### src/rtl/i2s_clock_gen_if.sv
// Signal bundle between the I2S clock generator (master) and the receive/transmit stages (slave).
// Optional sync input is present only when I2S_CLOCK_GEN_SYNC_EN is defined.
interface i2s_clock_gen_if;
  logic       en;
`ifdef I2S_CLOCK_GEN_SYNC_EN
  logic       sync;
`endif
  logic       sck;
  logic       ws;
  logic       sample;
  logic       shift;
  logic [5:0] frame_posn;
  logic       frame_start;
  logic       running;

  // Level-sensitive run request; all timing outputs are registered strobes/levels, no handshake.
  modport master (
    output sck, ws, sample, shift, frame_posn, frame_start, running,
    input  en
`ifdef I2S_CLOCK_GEN_SYNC_EN
    , input sync
`endif
  );

  modport slave (
    input  sck, ws, sample, shift, frame_posn, frame_start, running,
    output en
`ifdef I2S_CLOCK_GEN_SYNC_EN
    , output sync
`endif
  );
endinterface

### src/rtl/i2s_clock_gen.sv
// Master-mode I2S SCK/WS generator with sample/shift strobes and frame position.
// Define I2S_CLOCK_GEN_SYNC_EN to add the frame-alignment sync input.
module i2s_clock_gen #(
  parameter int DIVIDER = 4,
  parameter int CLOCKS  = 64
) (
  input  logic               ck,
  input  logic               rst_n,
  i2s_clock_gen_if.master    bus,
  output logic [1:0]         dbg_state
);

  typedef enum logic [1:0] {
    IDLE  = 2'd0,
    RUN   = 2'd1,
    DRAIN = 2'd2
  } state_t;

  localparam logic [7:0] P_LAST    = 8'(DIVIDER - 1);
  localparam logic [5:0] POSN_MASK = 6'(CLOCKS - 1);
  localparam logic [5:0] POSN_HALF = 6'(CLOCKS / 2);

  state_t     state_q, state_d;
  logic [7:0] p_q, p_d;
  logic       sck_q, sck_d;
  logic       ws_q, ws_d;
  logic       sample_q, sample_d;
  logic       shift_q, shift_d;
  logic [5:0] posn_q, posn_d;
  logic       fstart_q, fstart_d;
  logic       running_q, running_d;

  logic       active;
  logic       tick;
  logic       rise;
  logic       fall;
  logic       wrap;
  logic       leaving;
  logic [5:0] posn_adv;

`ifdef I2S_CLOCK_GEN_SYNC_EN
  logic       pending_q, pending_d;
`endif

  always_ff @(posedge ck or negedge rst_n) begin
    if (!rst_n) begin
      state_q   <= IDLE;
      p_q       <= '0;
      sck_q     <= 1'b0;
      ws_q      <= 1'b0;
      sample_q  <= 1'b0;
      shift_q   <= 1'b0;
      posn_q    <= '0;
      fstart_q  <= 1'b0;
      running_q <= 1'b0;
`ifdef I2S_CLOCK_GEN_SYNC_EN
      pending_q <= 1'b0;
`endif
    end else begin
      state_q   <= state_d;
      p_q       <= p_d;
      sck_q     <= sck_d;
      ws_q      <= ws_d;
      sample_q  <= sample_d;
      shift_q   <= shift_d;
      posn_q    <= posn_d;
      fstart_q  <= fstart_d;
      running_q <= running_d;
`ifdef I2S_CLOCK_GEN_SYNC_EN
      pending_q <= pending_d;
`endif
    end
  end

  always_comb begin
    active = (state_q != IDLE);
    tick   = active && (p_q == P_LAST);
    rise   = tick && !sck_q;
    fall   = tick && sck_q;
`ifdef I2S_CLOCK_GEN_SYNC_EN
    // A pending sync replaces the normal increment with a forced frame restart.
    posn_adv = pending_q ? 6'd0 : ((posn_q + 6'd1) & POSN_MASK);
`else
    posn_adv = (posn_q + 6'd1) & POSN_MASK;
`endif
    wrap = fall && (posn_adv == 6'd0);

    state_d = state_q;
    case (state_q)
      IDLE:    if (bus.en) state_d = RUN;
      RUN:     if (!bus.en) state_d = DRAIN;
      DRAIN: begin
        if (bus.en)    state_d = RUN;
        else if (wrap) state_d = IDLE;
      end
      default: state_d = IDLE;
    endcase
    leaving = (state_q == DRAIN) && (state_d == IDLE);

    p_d      = p_q;
    sck_d    = sck_q;
    ws_d     = ws_q;
    posn_d   = posn_q;
    sample_d = 1'b0;
    shift_d  = 1'b0;
    fstart_d = 1'b0;

    if (!active || leaving) begin
      // Parked: counters at their start values, strobes quiet; start-of-frame flagged on entry.
      p_d      = '0;
      sck_d    = 1'b0;
      ws_d     = 1'b0;
      posn_d   = '0;
      fstart_d = !active && bus.en;
    end else begin
      p_d      = tick ? 8'd0 : p_q + 8'd1;
      sck_d    = tick ? !sck_q : sck_q;
      sample_d = rise;
      if (fall) begin
        shift_d  = 1'b1;
        posn_d   = posn_adv;
        ws_d     = (posn_adv >= POSN_HALF);
        fstart_d = (posn_adv == 6'd0);
      end
    end

    running_d = (state_d != IDLE);

`ifdef I2S_CLOCK_GEN_SYNC_EN
    pending_d = active && !leaving && ((pending_q && !fall) || bus.sync);
`endif
  end

  assign bus.sck         = sck_q;
  assign bus.ws          = ws_q;
  assign bus.sample      = sample_q;
  assign bus.shift       = shift_q;
  assign bus.frame_posn  = posn_q;
  assign bus.frame_start = fstart_q;
  assign bus.running     = running_q;
  assign dbg_state       = state_q;

endmodule

### src/flat_wrapper.sv
// flat-port wrapper written by rule: the top's interface ports become plain ports
module i2s_clock_gen_flat 
#(
  parameter int DIVIDER = 4,
  parameter int CLOCKS  = 64
)
  (ck, rst_n, dbg_state, bus_sck, bus_ws, bus_sample, bus_shift, bus_frame_posn, bus_frame_start, bus_running, bus_en);
  i2s_clock_gen_if bus_i ();
  input  logic ck;
  input  logic rst_n;
  output logic [1:0] dbg_state;
  output wire logic [$bits(bus_i.sck)-1:0] bus_sck;
  output wire logic [$bits(bus_i.ws)-1:0] bus_ws;
  output wire logic [$bits(bus_i.sample)-1:0] bus_sample;
  output wire logic [$bits(bus_i.shift)-1:0] bus_shift;
  output wire logic [$bits(bus_i.frame_posn)-1:0] bus_frame_posn;
  output wire logic [$bits(bus_i.frame_start)-1:0] bus_frame_start;
  output wire logic [$bits(bus_i.running)-1:0] bus_running;
  input wire logic [$bits(bus_i.en)-1:0] bus_en;
  assign bus_sck = bus_i.sck;
  assign bus_ws = bus_i.ws;
  assign bus_sample = bus_i.sample;
  assign bus_shift = bus_i.shift;
  assign bus_frame_posn = bus_i.frame_posn;
  assign bus_frame_start = bus_i.frame_start;
  assign bus_running = bus_i.running;
  assign bus_i.en = bus_en;
  i2s_clock_gen #(.DIVIDER(DIVIDER), .CLOCKS(CLOCKS)) u_core (.ck(ck), .rst_n(rst_n), .bus(bus_i), .dbg_state(dbg_state));
endmodule
### config.mk
export PLATFORM = sky130hd
export DESIGN_NAME = i2s_clock_gen_flat
export DESIGN_NICKNAME = d
export VERILOG_FILES = /design/src/rtl/i2s_clock_gen_if.sv /design/src/rtl/i2s_clock_gen.sv /design/src/flat_wrapper.sv
export SDC_FILE = /design/constraint.sdc
export NUM_CORES = 1
export LEC_CHECK = 0
export BUFFER_PORTS_ARGS = -buffer_cell sky130_fd_sc_hd__buf_2
export CORE_MARGIN = 2
export CORE_UTILIZATION = 43
export DETAILED_ROUTE_END_ITERATION = 10
export GPL_TIMING_DRIVEN = 0
export SETUP_SLACK_MARGIN = 0.1
export SKIP_LAST_GASP = 1
export SLEW_MARGIN = 20
export SYNTH_ARGS = -nofsm -noshare
export SYNTH_HDL_FRONTEND = slang
export SYNTH_SLANG_ARGS = --single-unit
### constraint.sdc
create_clock -name ck -period 2.4 [get_ports ck]
set_input_delay 0.48 -clock ck [delete_from_list [all_inputs] [get_ports ck]]
set_output_delay 0.48 -clock ck [all_outputs]
set_load 0.05 [all_outputs]
==> results.cfg, run 1 <==
[run_status]
status = complete, no violations

[placement]
post_dp_cell_area_um2 = 1160
place_congestion = 0.710
dp_slack_ns = 0.540
hpwl_mm = 1.38
port_buffers = 16

[logic_synthesis]
synth-seq-cells = 22
synthCells = 100
yosysWarnings = 0
yosysSeqAreaShare = 0.526
synthFlopType = dfrtp_1
synth_area_per_cell_um2 = 10.5
postSynth.asyncResetShare = 1.00
syn-cell-area_um2 = 1050
synth_edf_count = 0
synth_nets = 106
ys_types = 30

[grt]
grt_pass1_vias = 785
grt_max_degree = 23
grt_pass1_wl_mm = 3.36
grt_use_met1 = 0.216
antenna_found_initial = 0
met2_usage = 0.257
grt_usage = 0.165
grt_overflow = 0
met3_usage = 0.0254
busiest_layer = met2

[floorplanning]
die-area_um2 = 2840
die_width_um = 53.3
pin_count = 17
core_area_um2 = 2250
placement_rows = 17
die_h_um = 53.3
start_util = 0.464

[clock_tree]
ctsRootBufferMaster = clkbuf_4
tritoncts = built
h-tree-depth = 1
post_cts_buffers = 0
cts.path.max_buffers = 2
post_cts_resized = 0
clk_pin_slew_worst_paths_ns = 0.11
cts_hold_buf = 0
clock_sinks = 22
cts_made_buffers = 3
clock_latency_ns = 0.30

[critical_path]
slowest_stage = dfrtp_1
cp-endpoint = u_core.bus.frame_posn[1]
crit_chain = ha_1 > nor4_1 > o2111ai_1 > nor3_1 > o31ai_1
critical_path_class = reg2reg
cp-start-kind = flop
crit_start = u_core.bus.frame_posn[0]
timing.rr.start = u_core.bus.frame_posn[0]
r2r_end = u_core.bus.frame_posn[1]
cp_data_required_time_ns = 2.58
rrSetupSlack_ns = 0.56
path_depth = 5
worstRegToRegCells = 5
cp_max_fo = 8
crit_arrival_ns = 2.03
end_kind = flop
critPathBufInv = 0
slowest_delay_ns = 0.48
path_delay_family = simple AND/OR/NAND/NOR gates

[routing]
firstDrtPassIters = 4
drtAntennaViolNets = 0
avgViaCountPerCell = 5.33
num_vias = 789
post_drt_wl_per_cell_um = 13.2
drc = 0
drt_iter0_markers = 16
wl_mm = 1.95

[layout]
final_common_cell = dfrtp_1
nets = 127
final_util = 0.531
diodes = 0
final_layout_size_suffix_gt1_frac = 0.208
final_cell_mix = dfrtp_1 (22), buf_2 (16), nor2_1 (10)
syn_to_final_growth_pct = 14.5
fin_area_um2 = 1200

[hold_path]
hp-class = in2async

[timing]
finalHoldViolCount = 0
rsz0062_at_grt = no
skew_ns = 0.00307
min_period_ns = 1.84
min_period_over_period = 0.767
tightest_slew_ns = 0.505
setup_slack_ns = 0.559
max_freq_mhz = 543
setup_violations = 0
slew_viol_final = 0
final.setup.tns_ns = 0
slew_headroom = 0.663

[pwr]
power_frac_comb = 0.211
power_w = 0.000805
netSwitchingFraction = 0.323
pwr-share-clk = 0.244
p_int_w = 0.000545
power-per-cell-area_nw_per_um2 = 672
power_switching_w = 0.000260
max-vdd-ir-drop_v = 0.000549
pwr-share-seq = 0.545
p_leak_nw = 0.607

[flow_run]
max_cap_viol_count = 0
## cells by family (layout without fill, tap and decap cells)
| logic type | count (synthesis) | in the layout | synth area share |
|---|---|---|---|
| AO/OA/AOI/OAI | 21 | 21 | 0.127 |
| XOR/XNOR | 7 | 7 | 0.0586 |
| adder cells (fa/ha/maj) | 3 | 3 | 0.0359 |
| buffers and inverters | 3 | 23 | 0.0108 |
| flip-flops | 22 | 22 | 0.526 |
| AND/OR/NAND/NOR | 44 | 44 | 0.242 |
## worst reg2reg max path: cells and delay by family, from the launching register on
family / cells / cell delay [ns]
simple gates: 2 / 0.65
fa+ha+maj: 1 / 0.30
flops: 1 / 0.48
compound gates: 2 / 0.30
## state kept, by name, summed over array words and instances, names as in the netlist
name                    count
u_core.bus.shift            1
u_core.p_q                  8
u_core.bus.sample           1
u_core.dbg_state            2
u_core.bus.frame_start      1
u_core.bus.sck              1
u_core.bus.running          1
u_core.bus.frame_posn       6
u_core.bus.ws               1
## stage by stage
stage	instances	hold slack, ns
CTS	148	0.127
finish	148	0.122
global placement	144	0.457
global route	148	0.145
floorplan	100	0.184
detailed placement	144	0.471
## cell type report
cell class	instances	area (um^2)
inverters	2	7.51
multi-input cells	75	484
repair buffers	16	80.1
plain buffers	1	3.75
flip-flops and latches	22	551
well taps	28	35.0
clock buffers	4	36.3
fillers	233	1060
## Yosys cell counts (2+ instances only)
master,number,area [um^2]
nand2_1,6,22.5
nand2b_1,7,43.8
and3_1,3,18.8
a21o_1,4,30.0
or2_2,2,12.5
dfrtp_1,22,551
nand3_1,7,35.0
ha_1,3,37.5
nor2_1,10,37.5
a21oi_1,7,35.0
xnor2_1,3,26.3
o21ai_0,3,15.0
inv_1,2,7.51
xor2_1,4,35.0
o31ai_1,2,15.0
## per-layer routing
layer | part of all wire | vias up | wire length [um]
met4 | 0.0072 | 0 | 14
li1 | - | 386 | -
met3 | 0.026 | 2 | 51
met1 | 0.48 | 390 | 934
met5 | 0 | - | 0
met2 | 0.49 | 11 | 946
## worst min-delay path by stage
stage             startpoint                       end  slack [ns]  cells after the start
2_1_floorplan          rst_n  u_core.bus.frame_posn[0]        0.18                      0
3_3_place_gp   u_core.bus.ws             u_core.bus.ws        0.46                      1
3_5_place_dp           rst_n             u_core.p_q[7]        0.47                      1
4_1_cts                rst_n             u_core.p_q[7]        0.13                      1
5_1_grt                rst_n             u_core.p_q[7]        0.14                      1
6_report               rst_n             u_core.p_q[7]        0.12                      1
## power groups by stage
stage                     combinational (W)  sequential [W]  clock (W)
after floorplan                   0.0000747        0.000497          0
after global placement             0.000172        0.000446          0
after detailed placement           0.000173        0.000447          0
after CTS                          0.000173        0.000440   0.000207
after global routing               0.000191        0.000446   0.000223
final                              0.000170        0.000439   0.000196
(Power assumes the default switching activity.)
==> inputs of run 2 (changes only) <==
- clock period: 2.4 -> 1.9 ns (I/O delays scaled with it)
==> run 2 against run 1 <==
Compared with the run above:
- cell area grew 13%
- die area is the same
- critical path depth grew 1
- worst hold slack lost 0.12 ns
- flip-flop and latch count is the same
- total power grew 45%
- largest power group unchanged
- via count grew 4.7%
- sequential power grew 28%
- count of clock-buffer cells in the layout shrank 1
==> results.cfg, run 2 (synthesis results as in run 1) <==
[critical_path]
crit_arrival_ns = 2.00
slowest_delay_ns = 0.55
rrSetupSlack_ns = 0.16
slowest_stage = or4_4
critical_path_class = reg2reg
worstRegToRegCells = 6
end_kind = flop
cp_data_required_time_ns = 2.16
cp_max_fo = 7
cp-start-kind = flop
timing.rr.start = u_core.p_q[5]
crit_chain = or4_4 > nor3_4 > buf_6 > nand3_4 > o21ai_2 > o21a_1
r2r_end = u_core.bus.frame_start

[hold_path]
hp-class = in2async

[pwr]
p_leak_nw = 0.662
netSwitchingFraction = 0.314
power_switching_w = 0.000367
max-vdd-ir-drop_v = 0.000694
power-per-cell-area_nw_per_um2 = 864
pwr-share-clk = 0.310
p_int_w = 0.000803
power_frac_comb = 0.211
pwr-share-seq = 0.479

[timing]
slew_headroom = 0.673
skew_ns = 0.00657
setup_slack_ns = 0.163
finalHoldViolCount = 0
setup_violations = 0
whs_ns = 0.00327
min_period_over_period = 0.914
final.setup.tns_ns = 0
tightest_slew_ns = 0.490
max_freq_mhz = 576
min_period_ns = 1.74
slew_viol_final = 0
rsz0062_at_grt = no

[layout]
largest_reg_flops = 8
n_fill_cell = 204
finalNonFillerCells = 156
final_layout_size_suffix_gt1_frac = 0.383
final_common_cell = dfrtp_1
largest-register = u_core.p_q
nets = 135
final_util = 0.601
multi_input_area_um2 = 562
regArea_um2 = 554
diodes = 0
final_cell_mix = dfrtp_1 (19), buf_2 (16), nor2_1 (10)
syn_to_final_growth_pct = 29.5

[floorplanning]
placement_rows = 17
die-area_um2 = 2840
core_area_um2 = 2250
start_util = 0.464
die_h_um = 53.3
pin_count = 17
die_width_um = 53.3

[clock_tree]
ctsRootBufferMaster = clkbuf_4
clock_latency_ns = 0.31
cts_made_buffers = 3
clock_sinks = 22
clk_pin_slew_worst_paths_ns = 0.13
tritoncts = built
h-tree-depth = 1
cts.path.max_buffers = 2

[placement]
placed_cells = 144
hpwl_mm = 1.35
dp_slack_ns = 0.0536
port_buffers = 16
place_congestion = 0.768

[grt]
grt_max_degree = 23
grt_pass1_vias = 765
antenna_found_initial = 0
grt_overflow = 0
grt_usage = 0.170
grt_pass1_wl_mm = 3.42

[routing]
avgViaCountPerCell = 5.29
drtAntennaViolNets = 0
num_vias = 826
post_drt_wl_per_cell_um = 13.6
drt_iter0_markers = 13
drc = 0
wl_mm = 2.13
firstDrtPassIters = 4

[run_status]
status = complete, no violations

[flow_run]
max_cap_viol_count = 0
## run 2: repair_timing
| item | in CTS | in global routing |
|---|---|---|
| cloned | 0 | 1 |
| buffers inserted | 2 | 6 |
| hold buffers | 0 | 0 |
| pin swaps | 1 | 4 |
| gates resized for setup | 2 | 15 |
| setup endpoints to repair | 15 | 10 |
## run 2: per-stage QoR
step	total power (W)	instance area (um^2)
global placement	0.000780	1160
detailed placement	0.000784	1160
finish	0.00117	1360
CTS	0.00116	1240
global route	0.00124	1360
floorplan	0.000722	1050
## run 2: critical path, delay by kind of cell, from the launching register on
kind,cells,cell delay (ns)
DFF,1,0.40
buffers and inverters,1,0.15
AOI/OAI and AO/OA,2,0.32
and+or+nand+nor,3,0.80
## run 2: final cells by class
type,instances,share of cell area
flip-flops and latches,22,0.409
multi-input cells,76,0.415
inverters,2,0.00554
well taps,28,0.0259
clock inverters,1,0.0222
clock buffers,3,0.0166
repair buffers,24,0.106
## run 2: worst max-delay path by stage
stage	to	startpoint	slack, ns
2_1_floorplan	u_core.bus.frame_posn[0]	u_core.bus.frame_posn[2]	0.14
3_3_place_gp	u_core.bus.frame_posn[3]	u_core.p_q[5]	0.05
3_5_place_dp	u_core.bus.frame_posn[5]	u_core.p_q[5]	0.05
4_1_cts	u_core.bus.frame_posn[0]	u_core.p_q[4]	0.1
5_1_grt	u_core.bus.frame_start	u_core.p_q[5]	0.07
6_report	u_core.bus.frame_start	u_core.p_q[5]	0.16
## run 2: routing by layer
layer	track usage	up-vias	part of all wire
li1	-	412	-
met3	0.0593	4	0.033
met2	0.272	17	0.49
met5	0	-	0
met4	0.0513	0	0.018
met1	0.213	393	0.46
## run 2: power groups by stage
stage | Clock [W] | Combinational, W | Sequential (W)
final | 0.000363 | 0.000247 | 0.000561
after global routing | 0.000394 | 0.000272 | 0.000572
after CTS | 0.000370 | 0.000228 | 0.000558
after detailed placement | 0 | 0.000219 | 0.000565
after global placement | 0 | 0.000217 | 0.000563
after floorplan | 0 | 0.0000943 | 0.000628
==> inputs of run 3 (changes only) <==
--- a/config.mk
+++ b/config.mk
@@ -8,6 +8,9 @@
 export BUFFER_PORTS_ARGS = -buffer_cell sky130_fd_sc_hd__buf_2
+export CELL_PAD_IN_SITES_DETAIL_PLACEMENT = 1
+export CELL_PAD_IN_SITES_GLOBAL_PLACEMENT = 1
 export CORE_MARGIN = 2
-export CORE_UTILIZATION = 43
+export CORE_UTILIZATION = 42
 export DETAILED_ROUTE_END_ITERATION = 10
 export GPL_TIMING_DRIVEN = 0
+export PLACE_DENSITY_LB_ADDON = 0.1
 export SETUP_SLACK_MARGIN = 0.1
==> constraint.sdc (replaced) <==
create_clock -name ck -period 1.9 [get_ports ck]
set_input_delay 0.095 -clock ck [delete_from_list [all_inputs] [get_ports ck]]
set_output_delay 0.095 -clock ck [all_outputs]
set_load 0.05 [all_outputs]
==> run 3 against run 2 <==
Compared with the run above:
- maximum frequency grew 0.46%
- first-iteration DRC count shrank 23%
- sequential share of layout area grew 0.61 points
==> results.cfg, run 3 (synthesis results as in run 1) <==
[routing]
drtAntennaViolNets = 0
wl_met1_mm = 1.06
wl_met3_um = 47
num_vias = 840
dr_wl_met2_mm = 1.28
post_drt_wl_per_cell_um = 15.4
drc = 0
top_layer = met4
wl_mm = 2.40
drt_iter0_markers = 10
avgViaCountPerCell = 5.38
firstDrtPassIters = 3

[timing]
slew_headroom = 0.666
final.setup.tns_ns = 0
tightest_slew_ns = 0.501
rsz0062_at_grt = yes
whs_ns = 0.281
min_period_over_period = 0.910
setup_violations = 0
min_period_ns = 1.73
setup_slack_ns = 0.171
max_freq_mhz = 578
skew_ns = 0.0103
slew_viol_final = 0
finalHoldViolCount = 0

[grt]
antenna_found_initial = 0
grt_usage = 0.182
grt_overflow = 0
grt_max_degree = 23
grt_pass1_wl_mm = 3.82
grt_pass1_vias = 807

[floorplanning]
die_width_um = 53.9
placement_rows = 18
pin_count = 17
die-area_um2 = 2910
die_h_um = 53.9
core_area_um2 = 2410
start_util = 0.434

[critical_path]
end_kind = flop
crit_arrival_ns = 1.95
rrSetupSlack_ns = 0.17
cp_data_required_time_ns = 2.12
critical_path_class = reg2reg
r2r_end = u_core.bus.frame_posn[0]
timing.rr.start = u_core.p_q[5]
cp_max_fo = 7
worstRegToRegCells = 5
cp-start-kind = flop

[layout]
diodes = 0
final_layout_size_suffix_gt1_frac = 0.333
final_common_cell = dfrtp_1
largest_reg_flops = 8
final_cell_mix = dfrtp_1 (19), buf_2 (16), nor2_1 (10)
syn_to_final_growth_pct = 27.6
nets = 133
finalNonFillerCells = 156
fin_area_um2 = 1340
largest-register = u_core.p_q

[pwr]
power-per-cell-area_nw_per_um2 = 888
max-vdd-ir-drop_v = 0.000475
p_leak_nw = 0.649

[clock_tree]
ctsRootBufferMaster = clkbuf_4
clock_sinks = 22
clock_latency_ns = 0.30
tritoncts = built
clk_pin_slew_worst_paths_ns = 0.14
h-tree-depth = 1
cts.path.max_buffers = 2
cts_made_buffers = 3

[placement]
placed_cells = 146
hpwl_mm = 1.56
place_congestion = 0.696
port_buffers = 16
post_dp_cell_area_um2 = 1170
dp_slack_ns = 0.00540

[run_status]
status = complete, no violations

[flow_run]
max_cap_viol_count = 0

[hold_path]
hp-class = in2async
-- run 3: worst max-delay path, stage by stage, from the launching register on --
cell and delay, ns:
dfrtp_1 0.41, or4_4 0.56, nor3_4 0.17, buf_12 0.15, nand3_4 0.11, o31ai_1 0.26
-- run 3: metal layers --
metal / global-route usage / vias to the layer above
li1: - / 402
met1: 0.231 / 429
met2: 0.333 / 7
met3: 0.0250 / 2
met4: 0.0256 / 0
met5: 0 / -
-- run 3: worst max-delay path by stage --
stage	startpoint	to	slack [ns]	cells after the start
6_report	u_core.p_q[5]	u_core.bus.frame_posn[0]	0.17	5
5_1_grt	u_core.bus.frame_posn[2]	u_core.bus.running	0.1	5
4_1_cts	u_core.p_q[5]	u_core.bus.frame_posn[0]	0.09	5
3_5_place_dp	u_core.p_q[5]	u_core.bus.frame_posn[3]	0.005	4
3_3_place_gp	u_core.p_q[5]	u_core.bus.frame_posn[3]	0.05	4
2_1_floorplan	u_core.bus.frame_posn[2]	u_core.bus.frame_posn[0]	0.14	5
-- run 3: layout make-up --
class | instances | area (um^2)
clock buffer | 3 | 22.5
clock inverter | 1 | 30.0
fill | 284 | 1070
inverter | 2 | 7.51
multi-input combinational | 76 | 541
sequential | 22 | 554
tap | 30 | 37.5
timing repair buffer | 22 | 143
-- run 3: timing repair --
item | in CTS | in global routing
hold buffers | 2 | 0
buffers inserted | 3 | 1
pin swaps | 2 | 3
endpoints found under the setup margin | 18 | 11
hold endpoints to repair | 23 | 0
gates resized for setup | 7 | 5
gates cloned | 0 | 1
-- run 3: power by group --
group          switching (W)  internal (W)  leakage, nW
Sequential         0.0000554      0.000509        0.292
Combinational       0.000174     0.0000873        0.329
Clock               0.000148      0.000213       0.0279
-- run 3: metrics by stage --
step / util / total power [W]
2_1_floorplan: - / 0.000722
3_3_place_gp: 0.484 / 0.000780
3_5_place_dp: 0.484 / 0.000793
4_1_cts: 0.539 / 0.00118
5_1_grt: 0.554 / 0.00124
6_report: 0.554 / 0.00119
